$ cat src/rtl/multistep_shifter_pkg.sv
// -----------------------------------------------------------------------------
// multistep_shifter_pkg
// Shared types and constants for the multi-step shift engine.
//   shift_mode_e : shift operation encoding (matches the 2-bit mode port)
//   state_e      : controller states
//   MODE_*       : raw mode encodings for code that works on plain bit vectors
// -----------------------------------------------------------------------------
package multistep_shifter_pkg;

    localparam int MODE_W = 2;

    localparam logic [MODE_W-1:0] MODE_LSL = 2'b00;
    localparam logic [MODE_W-1:0] MODE_LSR = 2'b01;
    localparam logic [MODE_W-1:0] MODE_ASR = 2'b10;
    localparam logic [MODE_W-1:0] MODE_ROL = 2'b11;

    typedef enum logic [MODE_W-1:0] {
        LSL = MODE_LSL,
        LSR = MODE_LSR,
        ASR = MODE_ASR,
        ROL = MODE_ROL
    } shift_mode_e;

    typedef enum logic [0:0] {
        IDLE  = 1'b0,
        SHIFT = 1'b1
    } state_e;

endpackage : multistep_shifter_pkg

$ cat src/rtl/multistep_shifter_if.sv
// -----------------------------------------------------------------------------
// multistep_shifter_if
// Command/status bundle of the multi-step shifter.
//   load, data        : synchronous load of the shift register (highest priority)
//   start, mode, count: shift request, sampled only when the engine is idle
//   busy, done, q     : engine status and register contents
// Modports: master drives commands, slave (the shifter) drives status.
// -----------------------------------------------------------------------------
interface multistep_shifter_if
    import multistep_shifter_pkg::*;
#(
    parameter int WIDTH = 64
);
    localparam int CNT_W = $clog2(WIDTH);

    logic                load;
    logic [WIDTH-1:0]    data;
    logic                start;
    logic [MODE_W-1:0]   mode;
    logic [CNT_W-1:0]    count;
    logic                busy;
    logic                done;
    logic [WIDTH-1:0]    q;

    modport master (
        output load, data, start, mode, count,
        input  busy, done, q
    );

    modport slave (
        input  load, data, start, mode, count,
        output busy, done, q
    );

endinterface : multistep_shifter_if

$ cat src/rtl/multistep_shifter_step.sv
// -----------------------------------------------------------------------------
// shift_step_unit
// Purely combinational single step of the shift engine.
//   operand_i : value to shift
//   mode_i    : LSL / LSR / ASR / ROL
//   big_i     : 1 = shift by BIG_STEP, 0 = shift by one bit
//   result_o  : shifted value
// Both step sizes are constant, so each path is just wiring plus a mux.
// -----------------------------------------------------------------------------
module shift_step_unit
    import multistep_shifter_pkg::*;
#(
    parameter int WIDTH    = 64,
    parameter int BIG_STEP = 8
) (
    input  logic [WIDTH-1:0] operand_i,
    input  shift_mode_e      mode_i,
    input  logic             big_i,
    output logic [WIDTH-1:0] result_o
);

    logic             sign_bit;
    logic [WIDTH-1:0] big_res;
    logic [WIDTH-1:0] one_res;

    assign sign_bit = operand_i[WIDTH-1];

    always_comb begin
        big_res = operand_i;
        one_res = operand_i;
        unique case (mode_i)
            LSL: begin
                big_res = {operand_i[WIDTH-BIG_STEP-1:0], {BIG_STEP{1'b0}}};
                one_res = {operand_i[WIDTH-2:0], 1'b0};
            end
            LSR: begin
                big_res = {{BIG_STEP{1'b0}}, operand_i[WIDTH-1:BIG_STEP]};
                one_res = {1'b0, operand_i[WIDTH-1:1]};
            end
            ASR: begin
                big_res = {{BIG_STEP{sign_bit}}, operand_i[WIDTH-1:BIG_STEP]};
                one_res = {sign_bit, operand_i[WIDTH-1:1]};
            end
            ROL: begin
                big_res = {operand_i[WIDTH-BIG_STEP-1:0], operand_i[WIDTH-1:WIDTH-BIG_STEP]};
                one_res = {operand_i[WIDTH-2:0], operand_i[WIDTH-1]};
            end
            default: begin
                big_res = operand_i;
                one_res = operand_i;
            end
        endcase
    end

    assign result_o = big_i ? big_res : one_res;

endmodule : shift_step_unit

$ cat src/rtl/multistep_shifter.sv
// -----------------------------------------------------------------------------
// multistep_shifter
// Iterative shift engine: a shift of any distance 0..WIDTH-1 is executed as
// coarse BIG_STEP steps followed by single-bit steps, one step per cycle.
//   clk   : rising-edge clock
//   rst_n : asynchronous active-low reset
//   bus   : multistep_shifter_if.slave (load/data, start/mode/count, busy/done/q)
// load always wins and aborts a shift without a done pulse. done is a
// one-cycle pulse registered on the edge that performs the final step (or on
// the accepting edge for a zero-distance request).
// -----------------------------------------------------------------------------
module multistep_shifter
    import multistep_shifter_pkg::*;
#(
    parameter int WIDTH    = 64,
    parameter int BIG_STEP = 8
) (
    input  logic                clk,
    input  logic                rst_n,
    multistep_shifter_if.slave  bus
);

    localparam int CNT_W = $clog2(WIDTH);

    localparam logic [0:0]       ST_IDLE  = IDLE;
    localparam logic [0:0]       ST_SHIFT = SHIFT;
    localparam logic [CNT_W-1:0] BIG_CNT  = CNT_W'(BIG_STEP);
    localparam logic [CNT_W-1:0] ONE_CNT  = CNT_W'(1);

    logic [0:0]       state_q, state_d;
    logic [CNT_W-1:0] rem_q,   rem_d;
    shift_mode_e      mode_q,  mode_d;
    logic [WIDTH-1:0] q_q,     q_d;
    logic             busy_q,  busy_d;
    logic             done_q,  done_d;

    logic             big_step;
    logic [CNT_W-1:0] rem_next;
    logic [WIDTH-1:0] step_res;

    // Take the coarse step whenever at least BIG_STEP bits remain.
    assign big_step = (rem_q >= BIG_CNT);
    assign rem_next = big_step ? (rem_q - BIG_CNT) : (rem_q - ONE_CNT);

    shift_step_unit #(
        .WIDTH    (WIDTH),
        .BIG_STEP (BIG_STEP)
    ) u_step (
        .operand_i (q_q),
        .mode_i    (mode_q),
        .big_i     (big_step),
        .result_o  (step_res)
    );

    always_comb begin
        state_d = state_q;
        rem_d   = rem_q;
        mode_d  = mode_q;
        q_d     = q_q;
        busy_d  = busy_q;
        done_d  = 1'b0;

        if (bus.load) begin
            // Load aborts any shift in progress; no done is produced.
            q_d     = bus.data;
            state_d = ST_IDLE;
            busy_d  = 1'b0;
            rem_d   = '0;
        end else begin
            unique case (state_q)
                ST_IDLE: begin
                    if (bus.start) begin
                        if (bus.count == '0) begin
                            done_d = 1'b1;
                        end else begin
                            mode_d  = shift_mode_e'(bus.mode);
                            rem_d   = bus.count;
                            state_d = ST_SHIFT;
                            busy_d  = 1'b1;
                        end
                    end
                end
                ST_SHIFT: begin
                    q_d   = step_res;
                    rem_d = rem_next;
                    if (rem_next == '0) begin
                        state_d = ST_IDLE;
                        busy_d  = 1'b0;
                        done_d  = 1'b1;
                    end
                end
                default: begin
                    state_d = ST_IDLE;
                    busy_d  = 1'b0;
                end
            endcase
        end
    end

    always_ff @(posedge clk or negedge rst_n) begin
        if (!rst_n) begin
            state_q <= ST_IDLE;
            rem_q   <= '0;
            mode_q  <= LSL;
            q_q     <= '0;
            busy_q  <= 1'b0;
            done_q  <= 1'b0;
        end else begin
            state_q <= state_d;
            rem_q   <= rem_d;
            mode_q  <= mode_d;
            q_q     <= q_d;
            busy_q  <= busy_d;
            done_q  <= done_d;
        end
    end

    assign bus.q    = q_q;
    assign bus.busy = busy_q;
    assign bus.done = done_q;

endmodule : multistep_shifter

$ cat src/flat_wrapper.sv
// flat-port wrapper written by rule: the top's interface ports become plain ports
module multistep_shifter_flat import multistep_shifter_pkg::*;
#(
    parameter int WIDTH    = 64,
    parameter int BIG_STEP = 8
)
  (clk, rst_n, bus_load, bus_data, bus_start, bus_mode, bus_count, bus_busy, bus_done, bus_q);
  multistep_shifter_if #(.WIDTH(WIDTH)) bus_i ();
  input  logic clk;
  input  logic rst_n;
  input wire logic [$bits(bus_i.load)-1:0] bus_load;
  input wire logic [$bits(bus_i.data)-1:0] bus_data;
  input wire logic [$bits(bus_i.start)-1:0] bus_start;
  input wire logic [$bits(bus_i.mode)-1:0] bus_mode;
  input wire logic [$bits(bus_i.count)-1:0] bus_count;
  output wire logic [$bits(bus_i.busy)-1:0] bus_busy;
  output wire logic [$bits(bus_i.done)-1:0] bus_done;
  output wire logic [$bits(bus_i.q)-1:0] bus_q;
  assign bus_i.load = bus_load;
  assign bus_i.data = bus_data;
  assign bus_i.start = bus_start;
  assign bus_i.mode = bus_mode;
  assign bus_i.count = bus_count;
  assign bus_busy = bus_i.busy;
  assign bus_done = bus_i.done;
  assign bus_q = bus_i.q;
  multistep_shifter #(.WIDTH(WIDTH), .BIG_STEP(BIG_STEP)) u_core (.clk(clk), .rst_n(rst_n), .bus(bus_i));
endmodule
$ cat config.mk
export PLATFORM = sky130hd
export DESIGN_NAME = multistep_shifter_flat
export DESIGN_NICKNAME = d
export VERILOG_FILES = /design/src/rtl/multistep_shifter_pkg.sv /design/src/rtl/multistep_shifter_if.sv /design/src/rtl/multistep_shifter_step.sv /design/src/rtl/multistep_shifter.sv /design/src/flat_wrapper.sv
export SDC_FILE = /design/constraint.sdc
export NUM_CORES = 1
export LEC_CHECK = 0
export ABC_CLOCK_PERIOD_IN_PS = 2000
export CAP_MARGIN = 5
export CELL_PAD_IN_SITES_DETAIL_PLACEMENT = 1
export CELL_PAD_IN_SITES_GLOBAL_PLACEMENT = 2
export CORE_MARGIN = 2
export CORE_UTILIZATION = 31
export DETAILED_ROUTE_END_ITERATION = 10
export GPL_TIMING_DRIVEN = 0
export MAX_ROUTING_LAYER = met4
export PLACE_DENSITY = 0.88
export SLEW_MARGIN = 20
export SYNTH_ARGS = -nofsm -noshare
export SYNTH_HDL_FRONTEND = slang
export SYNTH_SLANG_ARGS = --single-unit
$ cat constraint.sdc
create_clock -name clk -period 2 [get_ports clk]
set_input_delay 0.4 -clock clk [delete_from_list [all_inputs] [get_ports clk]]
set_output_delay 0.4 -clock clk [all_outputs]
set_load 0.02 [all_outputs]
**Word level (Yosys, flattened, before mapping)**

Cells that the tools add are included.

- Logic and storage cells: 53
- Register bits: 75
- Latch bits: 0
- Memory bits (read-only): 0
- Input bits: 76
- Memory bits (writable): 0
- Memories: 0

- Bitwise gates (word level): 3
- Equality and inequality tests: 7
- Multipliers: 0
- Shifts and indexed selects: 0
- $lt $le $gt $ge: 1
- Divide/modulo/power cells: 0
- Multiplexer cells: 25
- Add/subtract/negate cells: 2
- Reductions and logical operators: 8

Operators with widths:

| operator | count |
|---|---|
| $pmux 64 s4 | 2 |
| $mux 64 | 3 |
| $mux 6 | 4 |
| $logic_not 6->1 | 2 |
| $mux 1 | 12 |
| $pmux 6 s2 | 1 |
| $ne 3x3->1 const B | 3 |
| $ge 6x4->1 const B | 1 |
| $pmux 1 s2 | 3 |
| $sub 6x1->6 const B | 1 |
| $sub 6x4->6 const B | 1 |
| $eq 2x2->1 const B | 2 |
| $reduce_and 2->1 | 2 |
| $reduce_and 4->1 | 1 |
| $not 1->1 | 3 |
| $reduce_and 3->1 | 1 |
| $eq 2x1->1 const B | 1 |
| $logic_not 2->1 | 1 |
| $ne 2x2->1 const B | 1 |
| $reduce_bool 2->1 | 1 |

**Logic depth before layout (Yosys ltp)**

Gate-level depths: netlist of run 1.

- Depth in word-level cells: 6
- Gate-level depth with buffers: 7
- Gate-level depth less buffers: 6

**Hierarchy**

Synthesis of run 1 repeated with hierarchy kept, for this count alone.

- Cells, all modules: 493
- Area total of the unflattened synthesis: 5,330.1 um^2

Modules (own cells, without submodules):

| module | sequential area each (um^2) | cells each | area an instance (um^2) | times used |
|---|---|---|---|---|
| multistep_shifter | 1,876.8 | 351 | 3,607.2 | 1 |
| shift_step_unit | 0.0 | 142 | 1,722.9 | 1 |

**Worst setup path before layout of run 1**

Ideal clock, no wire load.

- Path kind: input port to flip-flop
- Start point: in bus_count[4]
- End point: reg u_core.mode_q[0]
- Stages: 4
- Setup time: 0.125 ns
- Slack: 0.155 ns
- Arrival: 1.721 ns
- Path through: or4_4 -> o31ai_4 -> nand2b_1 -> mux2_2

- Word-level cells in the longest chain between the ends: 3

RTL lines:

| what | RTL line | source |
|---|---|---|
| start: declaration | flat_wrapper.sv:15 | `input wire logic [$bits(bus_i.count)-1:0] bus_count;` |
| $logic_not 6->1 | multistep_shifter.sv:73 | `if (bus.count == '0) begin` |
| $not 1->1 (no line) | n/a |  |
| $reduce_and 4->1 (no line) | n/a |  |
| end signal: assignment | multistep_shifter.sv:111 | `mode_q <= mode_d;` |
| end: declaration | multistep_shifter.sv:32 | `shift_mode_e mode_q, mode_d;` |

Every way passes these cells.
A chain may end at the register's enable or synchronous reset.

**Worst setup path in the final report of run 1**

- Start point: reg u_core.q_q[8] (netlist: u_core.bus.q[8])
- End point: out bus_q[8]

RTL lines:

| what | RTL line | source |
|---|---|---|
| start: declaration | multistep_shifter.sv:33 | `logic [WIDTH-1:0] q_q, q_d;` |
| start signal: assignment | multistep_shifter.sv:112 | `q_q <= q_d;` |
| end: declaration | flat_wrapper.sv:18 | `output wire logic [$bits(bus_i.q)-1:0] bus_q;` |

No word-level cell between the ends.

==> impl_metrics.json, run 1 <==
{
  "ys_top_cells_by_count": "nand2_1 (84), dfrtp_1 (75), o21ai_0 (51)",
  "cp_num_buf_inv": 1,
  "relSlewSlack": 0.526,
  "gr-usage-all-layers": 0.238,
  "finalInstanceArea_um2": 7400,
  "grt_setup_unrepaired": "no",
  "crit_family": "buffers and inverters",
  "fp-row-count": 47,
  "drive_gt1_frac": 0.201,
  "max_freq_mhz": 509,
  "gp_congestion": 0.903,
  "cts-buffers-inserted": 9,
  "crit_type": "reg -> out",
  "p_leak_nw": 2.87,
  "synth.most_common_cell": "nand2_1",
  "finalWirelength_mm": 20.1,
  "ys_top_cells_by_area": "dfrtp_1 (36%), mux4_2 (21%), mux2i_1 (9.6%)",
  "dpl-instance-area_um2": 6890,
  "worstPathMaxFanout": 7,
  "drtIter0Drc": 334,
  "antenna_left": 0,
  "finalCritPeriodShare": 0.982,
  "synth_edf_count": 0,
  "synth_nets": 544,
  "powerDensity_nw_per_um2": 976,
  "syn-cell-area_um2": 5200,
  "yosysWarnings": 0,
  "syn_avg_cell_area_um2": 11.2,
  "yosysTopAreaCell": "dfrtp_1",
  "cp.arrival_ps": 1560,
  "synth_cell_types": 42,
  "synth.top_cell.area_share": 0.361,
  "drc": 0,
  "ys_seq_area_frac": 0.361,
  "htreeDepth": 3,
  "grt_pass1_vias": 5168,
  "clock-sinks": 75,
  "cts_hold_buf": 0,
  "reg2reg_slack_ps": 70,
  "cpPeakStageDelay_ps": 680,
  "tightest_slew_ps": 706,
  "ff2ff_path_depth": 6,
  "first_pass_iters": 5,
  "finalNetCount": 701,
  "synthCells": 464,
  "grt_max_degree": 43,
  "timing.rr.start": "u_core.rem_q[5]$_DFFE_PN0P_",
  "ir_drop_v": 0.000519,
  "timing.rr.end": "u_core.bus.q[41]$_DFFE_PN0N_",
  "slew_violations": 0,
  "setup_viol": 0,
  "cts_tree": "yes",
  "ios": 142,
  "worstSkewPairLatency_ps": 350,
  "critPathLaunchType": "flop",
  "clk_path_buf_depth": 2,
  "viasPerCell": 5.80,
  "min_period_ps": 1960,
  "end_kind": "primary output",
  "core_region_area_um2": 16500,
  "portBuffers": 140,
  "grt_overflow_total": 0,
  "fin_skew_ps": 7.67,
  "place_hpwl_mm": 15.0,
  "required_ps": 1600,
  "path_cells": "clkdlybuf4s50_1",
  "setup-tns-final_ps": 0,
  "ys_ff_latch": 75,
  "status": "completed",
  "area_delta_synth_final_pct": 42.3,
  "clk_pin_slew_ps": 60,
  "antenna_found_initial": 0,
  "via_count": 4910,
  "start_util": 0.316,
  "clockRootBuffer": "clkbuf_16",
  "grt_pass1_wl_mm": 31.3,
  "die_h_um": 134,
  "async_reset_ff_frac": 1.00,
  "diodes": 0,
  "dieArea_um2": 17800,
  "hold_viol": 0,
  "min_path_type": "in -> async",
  "drv_cap": 0,
  "slowest_stage": "clkdlybuf4s50_1",
  "synth_ff_type": "dfrtp_1",
  "die_w_um": 134,
  "wire_per_inst_um": 23.7
}
-- routing by layer --
| metal | routed length (um) | GRT usage |
|---|---|---|
| met1 | 8640 | 0.315 |
| met2 | 9780 | 0.384 |
| met3 | 1200 | 0.0278 |
| met4 | 433 | 0.0768 |
| met5 | 0 | - |
-- layout by cell type, fill, tap and decap left out, drive strengths merged, types with 2 or more instances in the layout --
cell type and n:
nor3 4, a221o 14, xnor2 4, xor2 2, o31ai 3, and2 2
ha 4, mux2 10, nor2 5, clkbuf 38, a221oi 20, buf 25
clkdlybuf4s50 139, clkinvlp 2, nand2 84, nor4 2, mux2i 50, o21ai 51
dfrtp 75, inv 6, mux4 48, o22ai 2, a311oi 15, a211oi 4
-- sequential cells by signal, summed over array words and instances, names as in the netlist --
register         cells
u_core.bus.done      1
u_core.mode_q        2
u_core.rem_q         6
u_core.bus.busy      1
u_core.bus.q        64
u_core.state_q       1
-- where the power goes --
group / switching (mW) / total [mW] / internal [mW]
registers: 0.528 / 2.28 / 1.75
clock network: 0.657 / 1.66 / 0.999
logic: 1.53 / 3.29 / 1.76
-- kinds of logic (layout without fill, tap and decap cells) --
| group | Yosys count | in the layout | share of synthesized area |
|---|---|---|---|
| buffers and inverters | 50 | 212 | 0.0469 |
| DFF | 75 | 75 | 0.361 |
| AOI/OAI and AO/OA | 118 | 118 | 0.164 |
| adders and majority gates | 4 | 4 | 0.00963 |
| xor gates and xnor gates | 6 | 6 | 0.0101 |
| muxes | 108 | 108 | 0.326 |
| and+or+nand+nor | 103 | 103 | 0.0821 |
-- per-stage QoR --
| step | setup slack, ps | total power [mW] | util | hold WS [ps] | std cells |
|---|---|---|---|---|---|
| after global placement | -2170 | 5.28 | 0.418 | 603 | 824 |
| final | 36.1 | 7.22 | 0.449 | 4.00 | 846 |
| after CTS | 1.78 | 7.15 | 0.442 | 27.0 | 844 |
| after global routing | 0.163 | 7.56 | 0.449 | 42.2 | 846 |
| after floorplan | 155 | 4.12 | - | 104 | 464 |
| after detailed placement | -712 | 5.40 | 0.419 | 398 | 825 |
-- layout make-up --
type,count,area (um^2)
Clock buffer,12,246
Tap cell,220,275
Clock inverter,4,50.0
Inverter,6,22.5
Sequential cell,75,1880
Timing Repair Buffer,147,1480
Multi-Input combinational cell,339,3140
Buffer,43,304
Fill cell,1810,9070
-- worst max path at each step --
stage	start	end	slack [ps]	cells after the start
finish	u_core.bus.q[8]$_DFFE_PN0N_	bus_q[8]	40	1
global placement	rst_n	u_core.bus.q[37]$_DFFE_PN0N_	-2170	1
global route	u_core.rem_q[5]$_DFFE_PN0P_	u_core.bus.q[24]$_DFFE_PN0N_	0.2	6
CTS	u_core.rem_q[4]$_DFFE_PN0P_	u_core.bus.q[41]$_DFFE_PN0N_	2	6
floorplan	bus_count[4]	u_core.mode_q[0]$_DFFE_PN0P_	150	4
detailed placement	bus_load	u_core.bus.q[2]$_DFFE_PN0N_	-710	7
-- what timing repair did --
action / CTS / global route
gates cloned: 0 / 0
endpoints found under the setup margin: 70 / 62
buffers inserted: 3 / 3
resized for setup: 16 / 40
pin swaps: 2 / 5
Note: power is estimated with default switching activity, not from simulation.
==> run 2, diff against run 1 <==
--- a/config.mk
+++ b/config.mk
@@ -12,7 +12,6 @@
 export CORE_MARGIN = 2
 export CORE_UTILIZATION = 31
 export DETAILED_ROUTE_END_ITERATION = 10
-export GPL_TIMING_DRIVEN = 0
 export MAX_ROUTING_LAYER = met4
 export PLACE_DENSITY = 0.88
 export SLEW_MARGIN = 20
==> impl_metrics.json, run 2 (synthesized netlist as in run 1, its figures left out) <==
{
  "power_frac_clock": 0.230,
  "required_ps": 2220,
  "path_cells": "nor3_4 > buf_6 > buf_12 > buf_4 > mux4_2 > mux2i_1 > o21ai_0",
  "crit_type": "reg -> reg",
  "cp.arrival_ps": 2190,
  "setup_viol": 0,
  "timing.rr.start": "u_core.rem_q[5]$_DFFE_PN0P_",
  "drc": 0,
  "viasPerCell": 5.78,
  "fin_skew_ps": 8.26,
  "die_h_um": 134,
  "internal_power_mw": 4.58,
  "min_to": "u_core.bus.q[9]$_DFFE_PN0N_",
  "hold_path.startpoint": "bus_load",
  "cts-buffers-inserted": 9,
  "grt_pass1_wl_mm": 30.0,
  "drtIter0Drc": 309,
  "ios": 142,
  "mostFrequentLayoutCells": "clkdlybuf4s50_1 (136), nand2_1 (84), dfrtp_1 (71), mux2i_1 (50), mux4_2 (48)",
  "cp_num_buf_inv": 3,
  "final_common_cell": "clkdlybuf4s50_1",
  "slew_violations": 0,
  "place_hpwl_mm": 13.8,
  "p_sw_mw": 2.67,
  "timing.rr.end": "u_core.bus.q[30]$_DFFE_PN0N_",
  "dieArea_um2": 17800,
  "seqPwrFrac": 0.312,
  "antenna_found_initial": 0,
  "combPwrFrac": 0.458,
  "gp_congestion": 0.862,
  "grt_max_degree": 43,
  "start_util": 0.316,
  "holdWs_ps": 471,
  "core_region_area_um2": 16500,
  "clock-sinks": 75,
  "relSlewSlack": 0.531,
  "p_leak_nw": 2.96,
  "finalCritPeriodShare": 0.985,
  "drv_cap": 0,
  "crit_family": "multiplexers",
  "dp.cells": 819,
  "slowest_stage": "mux4_2",
  "gr-usage-all-layers": 0.226,
  "critPathLaunch": "u_core.rem_q[5]$_DFFE_PN0P_",
  "final_cells": 843,
  "drive_gt1_frac": 0.212,
  "grt_setup_unrepaired": "yes",
  "grt_pass1_vias": 5029,
  "portBuffers": 141,
  "htreeDepth": 3,
  "ir_drop_v": 0.000472,
  "min_period_ps": 1970,
  "status": "completed",
  "cts_tree": "yes",
  "max_freq_mhz": 508,
  "finalNetCount": 698,
  "antenna_left": 0,
  "clockRootBuffer": "clkbuf_16",
  "critPathLaunchType": "flop",
  "worstSkewPairLatency_ps": 360,
  "die_w_um": 134,
  "clk_path_buf_depth": 2,
  "cpPeakStageDelay_ps": 510,
  "hold_viol": 0,
  "setup-tns-final_ps": 0,
  "largest_reg_flops": 64,
  "first_pass_iters": 5,
  "tightest_slew_ps": 700,
  "hold_path_depth": 3,
  "finalWirelength_mm": 19.5,
  "fin_total_pwr_mw": 7.25,
  "fp-row-count": 47,
  "wire_per_inst_um": 23.1,
  "end_kind": "flop",
  "area_delta_synth_final_pct": 43.8,
  "grt_overflow_total": 0,
  "via_count": 4869,
  "diodes": 0,
  "switching_share": 0.369,
  "reg2reg_slack_ps": 30,
  "powerDensity_nw_per_um2": 970,
  "clk_pin_slew_ps": 60,
  "ff2ff_path_depth": 7,
  "worstPathMaxFanout": 7,
  "min_path_type": "in -> reg"
}
[run 2: metal layers]
metal  wire (um)  global-route usage  vias to the layer above
li1            -                   -                     2129
met1        8600               0.301                     2528
met2        9560               0.352                      187
met3         907              0.0335                       25
met4         417              0.0822                        0
met5           0                   -                        -
[run 2: cell type report]
class,instances,area (um^2)
Sequential cell,75,1880
Inverter,6,22.5
Clock inverter,5,52.6
Multi-Input combinational cell,339,3100
Timing Repair Buffer,187,1900
Tap cell,220,275
Fill cell,1779,8990
Clock buffer,11,243
[run 2: per-stage QoR]
stage                     worst slack, ps  cell area, um^2  utilization
after detailed placement             -294             7070        0.429
final                                30.2             7480        0.454
after floorplan                       155             5200            -
after global placement               -220             7070        0.429
after global routing                -25.0             7480        0.454
after CTS                            4.28             7380        0.448
[run 2: worst register-to-register path: stages (launching register included)]
cell and delay (ps):
dfrtp_1 420, nor3_4 190, buf_6 150, buf_12 140, buf_4 150, mux4_2 520, mux2i_1 170, o21ai_0 100
[run 2: worst max-delay path by stage]
stage	endpoint	slack (ps)	cells after the start
global route	u_core.bus.q[29]$_DFFE_PN0N_	-30	7
detailed placement	u_core.mode_q[1]$_DFFE_PN0P_	-290	5
floorplan	u_core.mode_q[0]$_DFFE_PN0P_	150	4
CTS	u_core.bus.q[45]$_DFFE_PN0N_	4	6
finish	u_core.bus.q[30]$_DFFE_PN0N_	30	7
global placement	u_core.mode_q[1]$_DFFE_PN0P_	-220	5
[run 2: repair_timing]
item | in CTS | in global routing
hold endpoints to repair | 20 | 0
endpoints found under the setup margin | 17 | 36
pin swaps | 0 | 3
buffers inserted | 0 | 6
hold buffers | 1 | 0
gates cloned | 0 | 1
gates resized for setup | 4 | 12
[run 2: power groups by stage]
stage                     sequential [mW]  clock [mW]  combinational, mW
after floorplan                      2.30           0               1.83
after global placement               2.26           0               3.14
after detailed placement             2.27           0               3.26
after CTS                            2.25        1.70               3.27
after global routing                 2.30        1.74               3.55
final                                2.26        1.67               3.32
